--- config.mk ---
export PLATFORM = sky130hd
export DESIGN_NAME = ps2_kbd_decoder
export DESIGN_NICKNAME = d
export VERILOG_FILES = /design/src/rtl/ps2_kbd_pkg.sv /design/src/rtl/ps2_pkg.sv /design/src/rtl/ps2_kbd_fifo.sv /design/src/rtl/ps2_kbd_decoder.sv
export SDC_FILE = /design/constraint.sdc
export NUM_CORES = 1
export LEC_CHECK = 0
export BUFFER_PORTS_ARGS = -buffer_cell sky130_fd_sc_hd__buf_4
export CAP_MARGIN = 15
export CORE_MARGIN = 2
export CORE_UTILIZATION = 58
export CTS_BUF_LIST = sky130_fd_sc_hd__clkbuf_16
export DETAILED_ROUTE_END_ITERATION = 10
export GPL_TIMING_DRIVEN = 0
export MAX_ROUTING_LAYER = met4
export PLACE_DENSITY = 0.86
export SLEW_MARGIN = 30
export SYNTH_ARGS = -nofsm -noshare
export SYNTH_HDL_FRONTEND = slang
export SYNTH_SLANG_ARGS = --single-unit
--- constraint.sdc ---
create_clock -name clk -period 2.95 [get_ports clk]
set_input_delay 0.4425 -clock clk [delete_from_list [all_inputs] [get_ports clk]]
set_output_delay 0.4425 -clock clk [all_outputs]
set_load 0.02 [all_outputs]
--- src/rtl/ps2_kbd_pkg.sv ---
// Types and constants for the Scan Code Set 2 keyboard decoder.
// Holds the event record, the prefix FSM states and the special byte values.
package ps2_kbd_pkg;

  typedef struct packed {
    logic [7:0] code;
    logic       brk;
    logic       ext;
    logic       pause;
  } kbd_event_t;

  typedef enum logic [2:0] {
    S_IDLE,
    S_EXT,
    S_BRK,
    S_EXT_BRK,
    S_PAUSE
  } kbd_state_t;

  localparam logic [7:0] SC_EXT       = 8'hE0;
  localparam logic [7:0] SC_BRK       = 8'hF0;
  localparam logic [7:0] SC_PAUSE     = 8'hE1;
  localparam logic [7:0] ST_BAT_OK    = 8'hAA;
  localparam logic [7:0] ST_BAT_FAIL  = 8'hFC;
  localparam logic [7:0] ST_ACK       = 8'hFA;
  localparam logic [7:0] ST_RESEND    = 8'hFE;
  localparam logic [7:0] ST_KBD_ERR0  = 8'h00;
  localparam logic [7:0] ST_KBD_ERR1  = 8'hFF;

  localparam int         PAUSE_LEN    = 7;
  localparam logic [7:0] PAUSE_CODE   = 8'h77;

endpackage

--- src/rtl/ps2_pkg.sv ---
// Shared types of the PS/2 controller layer.
// Only the receive error flags are needed by the keyboard decoder.
package ps2_pkg;

  typedef struct packed {
    logic parity_err;
    logic frame_err;
    logic timeout;
  } flags_t;

endpackage

--- src/rtl/ps2_kbd_fifo.sv ---
// Generic synchronous first-word-fall-through FIFO.
// Pointers carry one extra wrap bit so full and empty can be told apart.
module ps2_kbd_fifo #(
  parameter int  DEPTH = 4,
  parameter type T     = logic [7:0]
) (
  input  logic clk,
  input  logic rst,
  input  logic flush,
  input  logic push,
  input  T     din,
  input  logic pop,
  output T     dout,
  output logic full,
  output logic empty
);

  localparam int AW = $clog2(DEPTH);

  logic [AW:0] wr_ptr;
  logic [AW:0] rd_ptr;
  T            mem [DEPTH];
  logic        do_pop;
  logic        do_push;

  // A push into a full FIFO still succeeds when the head leaves in the same cycle.
  assign empty   = (wr_ptr == rd_ptr);
  assign full    = (wr_ptr[AW] != rd_ptr[AW]) && (wr_ptr[AW-1:0] == rd_ptr[AW-1:0]);
  assign do_pop  = pop && !empty;
  assign do_push = push && (!full || do_pop);
  assign dout    = mem[rd_ptr[AW-1:0]];

  always_ff @(posedge clk or posedge rst) begin
    if (rst) begin
      wr_ptr <= '0;
      rd_ptr <= '0;
    end else if (flush) begin
      wr_ptr <= '0;
      rd_ptr <= '0;
    end else begin
      if (do_push) wr_ptr <= wr_ptr + 1'b1;
      if (do_pop)  rd_ptr <= rd_ptr + 1'b1;
    end
  end

  always_ff @(posedge clk) begin
    if (do_push && !flush) mem[wr_ptr[AW-1:0]] <= din;
  end

endmodule

--- src/rtl/ps2_kbd_decoder.sv ---
// Scan Code Set 2 decoder: folds E0/F0/E1 prefixes into one event per keystroke,
// buffers events in a FIFO and reports device status bytes as one-cycle pulses.
module ps2_kbd_decoder
  import ps2_pkg::*;
  import ps2_kbd_pkg::*;
#(
  parameter int DEPTH     = 4,
  parameter int ERR_CNT_W = 8
) (
  input  logic                 clk,
  input  logic                 rst,
  input  logic                 en,
  input  logic                 rx_valid,
  input  logic [7:0]           rx_data,
  input  flags_t               rx_flags,
  output logic                 ev_valid,
  input  logic                 ev_ready,
  output kbd_event_t           ev,
  output logic                 bat_ok,
  output logic                 bat_fail,
  output logic                 ack,
  output logic                 resend,
  output logic                 kbd_err,
  output logic                 ovf,
  output logic [ERR_CNT_W-1:0] err_cnt
);

  localparam int                   CNT_W   = $clog2(PAUSE_LEN);
  localparam logic [CNT_W-1:0]     CNT_END = CNT_W'(PAUSE_LEN - 1);
  localparam logic [ERR_CNT_W-1:0] ERR_MAX = '1;

  kbd_state_t       state, state_nx;
  logic [CNT_W-1:0] cnt, cnt_nx;
  logic             emit;
  kbd_event_t       ev_in;
  kbd_event_t       head;
  logic             proto_err;
  logic             err_inc;
  logic             fifo_full;
  logic             fifo_empty;
  logic             pop;
  logic             bat_ok_nx, bat_fail_nx, ack_nx, resend_nx, kbd_err_nx;

  assign pop      = ev_valid && ev_ready;
  assign ev_valid = !fifo_empty;
  assign ev       = ev_valid ? head : '0;
  assign err_inc  = (en && rx_valid && (rx_flags != '0)) || proto_err;

  always_ff @(posedge clk or posedge rst) begin
    if (rst) begin
      state <= S_IDLE;
      cnt   <= '0;
    end else begin
      state <= state_nx;
      cnt   <= cnt_nx;
    end
  end

  // Prefix tracking: only a clean byte sampled while enabled moves the FSM.
  always_comb begin
    state_nx    = state;
    cnt_nx      = cnt;
    emit        = 1'b0;
    ev_in       = '0;
    proto_err   = 1'b0;
    bat_ok_nx   = 1'b0;
    bat_fail_nx = 1'b0;
    ack_nx      = 1'b0;
    resend_nx   = 1'b0;
    kbd_err_nx  = 1'b0;
    if (!en) begin
      state_nx = S_IDLE;
      cnt_nx   = '0;
    end else if (rx_valid) begin
      if (rx_flags != '0) begin
        state_nx = S_IDLE;
        cnt_nx   = '0;
      end else begin
        ev_in.code = rx_data;
        case (state)
          S_IDLE: begin
            case (rx_data)
              SC_EXT:                   state_nx = S_EXT;
              SC_BRK:                   state_nx = S_BRK;
              SC_PAUSE: begin
                state_nx = S_PAUSE;
                cnt_nx   = '0;
              end
              ST_BAT_OK:                bat_ok_nx   = 1'b1;
              ST_BAT_FAIL:              bat_fail_nx = 1'b1;
              ST_ACK:                   ack_nx      = 1'b1;
              ST_RESEND:                resend_nx   = 1'b1;
              ST_KBD_ERR0, ST_KBD_ERR1: kbd_err_nx  = 1'b1;
              default:                  emit        = 1'b1;
            endcase
          end
          S_EXT: begin
            case (rx_data)
              SC_BRK:   state_nx  = S_EXT_BRK;
              SC_EXT:   proto_err = 1'b1;
              SC_PAUSE: begin
                state_nx = S_PAUSE;
                cnt_nx   = '0;
              end
              default: begin
                emit      = 1'b1;
                ev_in.ext = 1'b1;
                state_nx  = S_IDLE;
              end
            endcase
          end
          S_BRK: begin
            case (rx_data)
              SC_BRK:   proto_err = 1'b1;
              SC_EXT: begin
                proto_err = 1'b1;
                state_nx  = S_EXT;
              end
              SC_PAUSE: begin
                state_nx = S_PAUSE;
                cnt_nx   = '0;
              end
              default: begin
                emit      = 1'b1;
                ev_in.brk = 1'b1;
                state_nx  = S_IDLE;
              end
            endcase
          end
          S_EXT_BRK: begin
            case (rx_data)
              SC_EXT, SC_BRK: proto_err = 1'b1;
              SC_PAUSE: begin
                state_nx = S_PAUSE;
                cnt_nx   = '0;
              end
              default: begin
                emit      = 1'b1;
                ev_in.brk = 1'b1;
                ev_in.ext = 1'b1;
                state_nx  = S_IDLE;
              end
            endcase
          end
          S_PAUSE: begin
            // The pause sequence carries no useful content; only its length matters.
            if (cnt == CNT_END) begin
              emit        = 1'b1;
              ev_in       = '0;
              ev_in.code  = PAUSE_CODE;
              ev_in.pause = 1'b1;
              state_nx    = S_IDLE;
              cnt_nx      = '0;
            end else begin
              cnt_nx = cnt + 1'b1;
            end
          end
          default: begin
            state_nx = S_IDLE;
            cnt_nx   = '0;
          end
        endcase
      end
    end
  end

  always_ff @(posedge clk or posedge rst) begin
    if (rst) begin
      bat_ok   <= 1'b0;
      bat_fail <= 1'b0;
      ack      <= 1'b0;
      resend   <= 1'b0;
      kbd_err  <= 1'b0;
    end else begin
      bat_ok   <= bat_ok_nx;
      bat_fail <= bat_fail_nx;
      ack      <= ack_nx;
      resend   <= resend_nx;
      kbd_err  <= kbd_err_nx;
    end
  end

  // ovf is cleared by disabling the block; err_cnt survives everything but reset.
  always_ff @(posedge clk or posedge rst) begin
    if (rst) begin
      ovf     <= 1'b0;
      err_cnt <= '0;
    end else begin
      if (!en)                             ovf <= 1'b0;
      else if (emit && fifo_full && !pop)  ovf <= 1'b1;
      if (err_inc && (err_cnt != ERR_MAX)) err_cnt <= err_cnt + 1'b1;
    end
  end

  ps2_kbd_fifo #(
    .DEPTH (DEPTH),
    .T     (kbd_event_t)
  ) u_fifo (
    .clk   (clk),
    .rst   (rst),
    .flush (!en),
    .push  (emit),
    .din   (ev_in),
    .pop   (pop),
    .dout  (head),
    .full  (fifo_full),
    .empty (fifo_empty)
  );

endmodule

==> results.md <==
* RSZ-0062 raised after global routing: no
* Worst r2r dst: u_fifo.mem[2][9]
* Synthesized instance count at 265
* Die Wd at 80.8 um
* Cts bufs inserted at 9
* Critical path type: reg2reg
* Sequential-to-total area share from yosys stat at 57.6%
* Diodes inserted at 0
* Max Clk Rate at 0.363 GHz
* Clock buffer depth at 2
* RD Place Congestion at 0.892
* Synthesized Nets at 287
* H-Tree Depth at 3
* Clk_lat worst skew at 0.33 ns
* Worst reg-to-reg path cell count at 7
* Worst-margin pin slew at 0.715 ns
* Post-route DRC at 0
* Period utilization at 93.3%
* Reg-to-reg slack, setup at 0.20 ns
* Share of Yosys cell area claimed by the top area cell type at 38.6%
* TritonCTS clock tree: built
* Worst Setup EP: u_fifo.mem[2][9]
* Cts repair resizes at 0
* CP Capture Type: flop
* GRT overflow at 0
* Wirelength per Cell at 18.7 um
* Post-synth ARST share at 37.1%
* Synth-to-layout area growth at 20.1%
* Port bufs at 38
* Sequential standard cell area at 1970 um2
* Multi-input gate area at 1370 um2
* Fin nets at 337
* Filler instances at 377
* Slew HR at 51.9%
* FF+latch count, synth at 70
* Final Hold Fails at 0
* Initial DRC count at 212
* Critical Path Fanout Max at 11
* Share of cells above drive strength 1 at 26.9%
* Max_cap viols at 0
* Clock Pin Slew Worst Setup and Hold Paths at 0.06 ns
* Dominant cell type by area after synthesis: edfxtp_1
* Non-Filler Instances at 392
* Min-Delay Path Class: in2async
* Final Max Tran Viols at 0
* Power density over cell area at 616 nW/um2
* All-Layer GR Usage at 25.6%
* Vias at 2394
* Peak VDD IR at 0.000668 V
* Top Ports at 42
* Global-route wire length before repair at 11700 um
* Height of the die at 80.8 um
* Reg2reg start: state[0]
* Critical path arrival at 2.72 ns
* DR vias/cell at 6.11
* CP Data Required Time at 2.91 ns
* Post-DP HPWL at 4890 um
* Setup-failing EPs final at 0
* Post-route ant nets at 0
* Crit path from: state[0]
* Vias in the first global route at 2316
* WL final at 7330 um
* Startpoint types: flop
* Post-synthesis cell type count at 53
* Largest net degree at the start of global routing at 27
* Synth warn at 0
* Most frequent cells in the layout: edfxtp_1 (44), buf_4 (39), dfrtp_1 (26), nor2_1 (20), and2_1 (17)
* Die ar. at 6530 um2
* Core Area at 5610 um2
* Placed insts at 376
* Setup bufs post-CTS at 0
* Initial antenna violation count at 0
* # hold bufs at CTS at 0
* Final hold slack at 0.175 ns
* Starting Density at 61.0%
* Leakage at 1.51 nW
* Prevailing post-synth register cell: edfxtp_1
* CTS root buf: clkbuf_16
* Cell Area, Synth at 3420 um2
* Min cycle time layout at 2.75 ns
* Syn avg cell area at 12.9 um2
* Outcome: finished, final reports clean
* Skew final at 0.00564 ns
* Top area cells in the synthesized netlist: edfxtp_1 (39%), dfrtp_1 (19%), mux4_2 (7.2%), and2_1 (3.1%), xnor2_1 (2.8%)
* Site row count at 27
* Commonest non-fill, non-tap cell in the layout: edfxtp_1
* Clock Sinks at 70
* Post-synth EDFFs at 44
* Drt pass-1 iters at 5
[layer usage]
layer	vias to the layer above	wire [um]	global-route usage [%]
met5	-	0	-
li1	1086	-	-
met1	1196	3020	31.7
met3	10	379	5.11
met4	0	108	8.64
met2	102	3830	42.8
[cell usage after synthesis, types with 6 or more instances]
master	n
mux4_2	11
and2_1	17
ha_1	6
clkbuf_1	8
nor2_1	20
nand3_1	9
nand2_1	16
dfrtp_1	26
xnor2_1	11
nand4_1	8
a21oi_1	6
edfxtp_1	44
[kinds of logic after synthesis]
family / count (synthesis) / synth area share, %
AO/OA/AOI/OAI: 29 / 6.22
XOR/XNOR: 12 / 3.07
adder cells (fa/ha/maj): 6 / 2.19
buffers and inverters: 19 / 2.49
flip-flops: 70 / 57.6
multiplexers: 16 / 8.74
AND/OR/NAND/NOR: 113 / 19.6
[registers in the layout, summed over array words and instances (netlist names)]
register       flops
kbd_err            1
bat_ok             1
cnt                3
err_cnt            8
resend             1
ovf                1
bat_fail           1
state              3
u_fifo.mem        44
u_fifo.wr_ptr      3
u_fifo.rd_ptr      3
ack                1
[power by group]
part | internal (W) | total [W] | switching [W]
Combinational | 0.000151 | 0.000331 | 0.000180
Clock | 0.000656 | 0.00107 | 0.000414
Sequential | 0.00108 | 0.00113 | 0.0000531
[layout make-up]
| type | count | area share (%) |
|---|---|---|
| tap | 72 | 2.19 |
| buffer | 14 | 1.61 |
| inverter | 5 | 0.457 |
| clock buffer | 9 | 5.48 |
| sequential | 70 | 48.0 |
| timing repair buffer | 39 | 7.13 |
| multi-input combinational | 176 | 33.3 |
| clock inverter | 7 | 1.83 |
[critical path: stages (launching register included)]
cell and delay, ns:
dfrtp_1 0.36, buf_2 0.18, nor3_1 0.41, o31ai_2 0.16, nor3_1 0.26, nand2_2 0.15
a21oi_2 0.31, and2_1 0.55
[worst min-delay path by stage]
stage	to	cells past startpoint	slack, ns
after detailed placement	ovf	1	0.49
after CTS	u_fifo.rd_ptr[0]	2	0.19
after global routing	u_fifo.rd_ptr[0]	2	0.22
final	u_fifo.rd_ptr[1]	2	0.18
after floorplan	ack	1	0.48
after global placement	ovf	1	0.48
[stage by stage]
stage	util (%)	area, um2	power, W	setup slack, ns	setup TNS [ns]
global placement	67.7	3800	0.00147	-0.533	-5.85
finish	73.3	4110	0.00253	0.197	0
detailed placement	67.9	3810	0.00148	0.0195	0
floorplan	-	3420	0.00134	0.324	0
global route	73.3	4110	0.00261	0.0687	0
CTS	73.3	4110	0.00255	0.232	0
No activity file was read; power rests on OpenSTA's default activity.
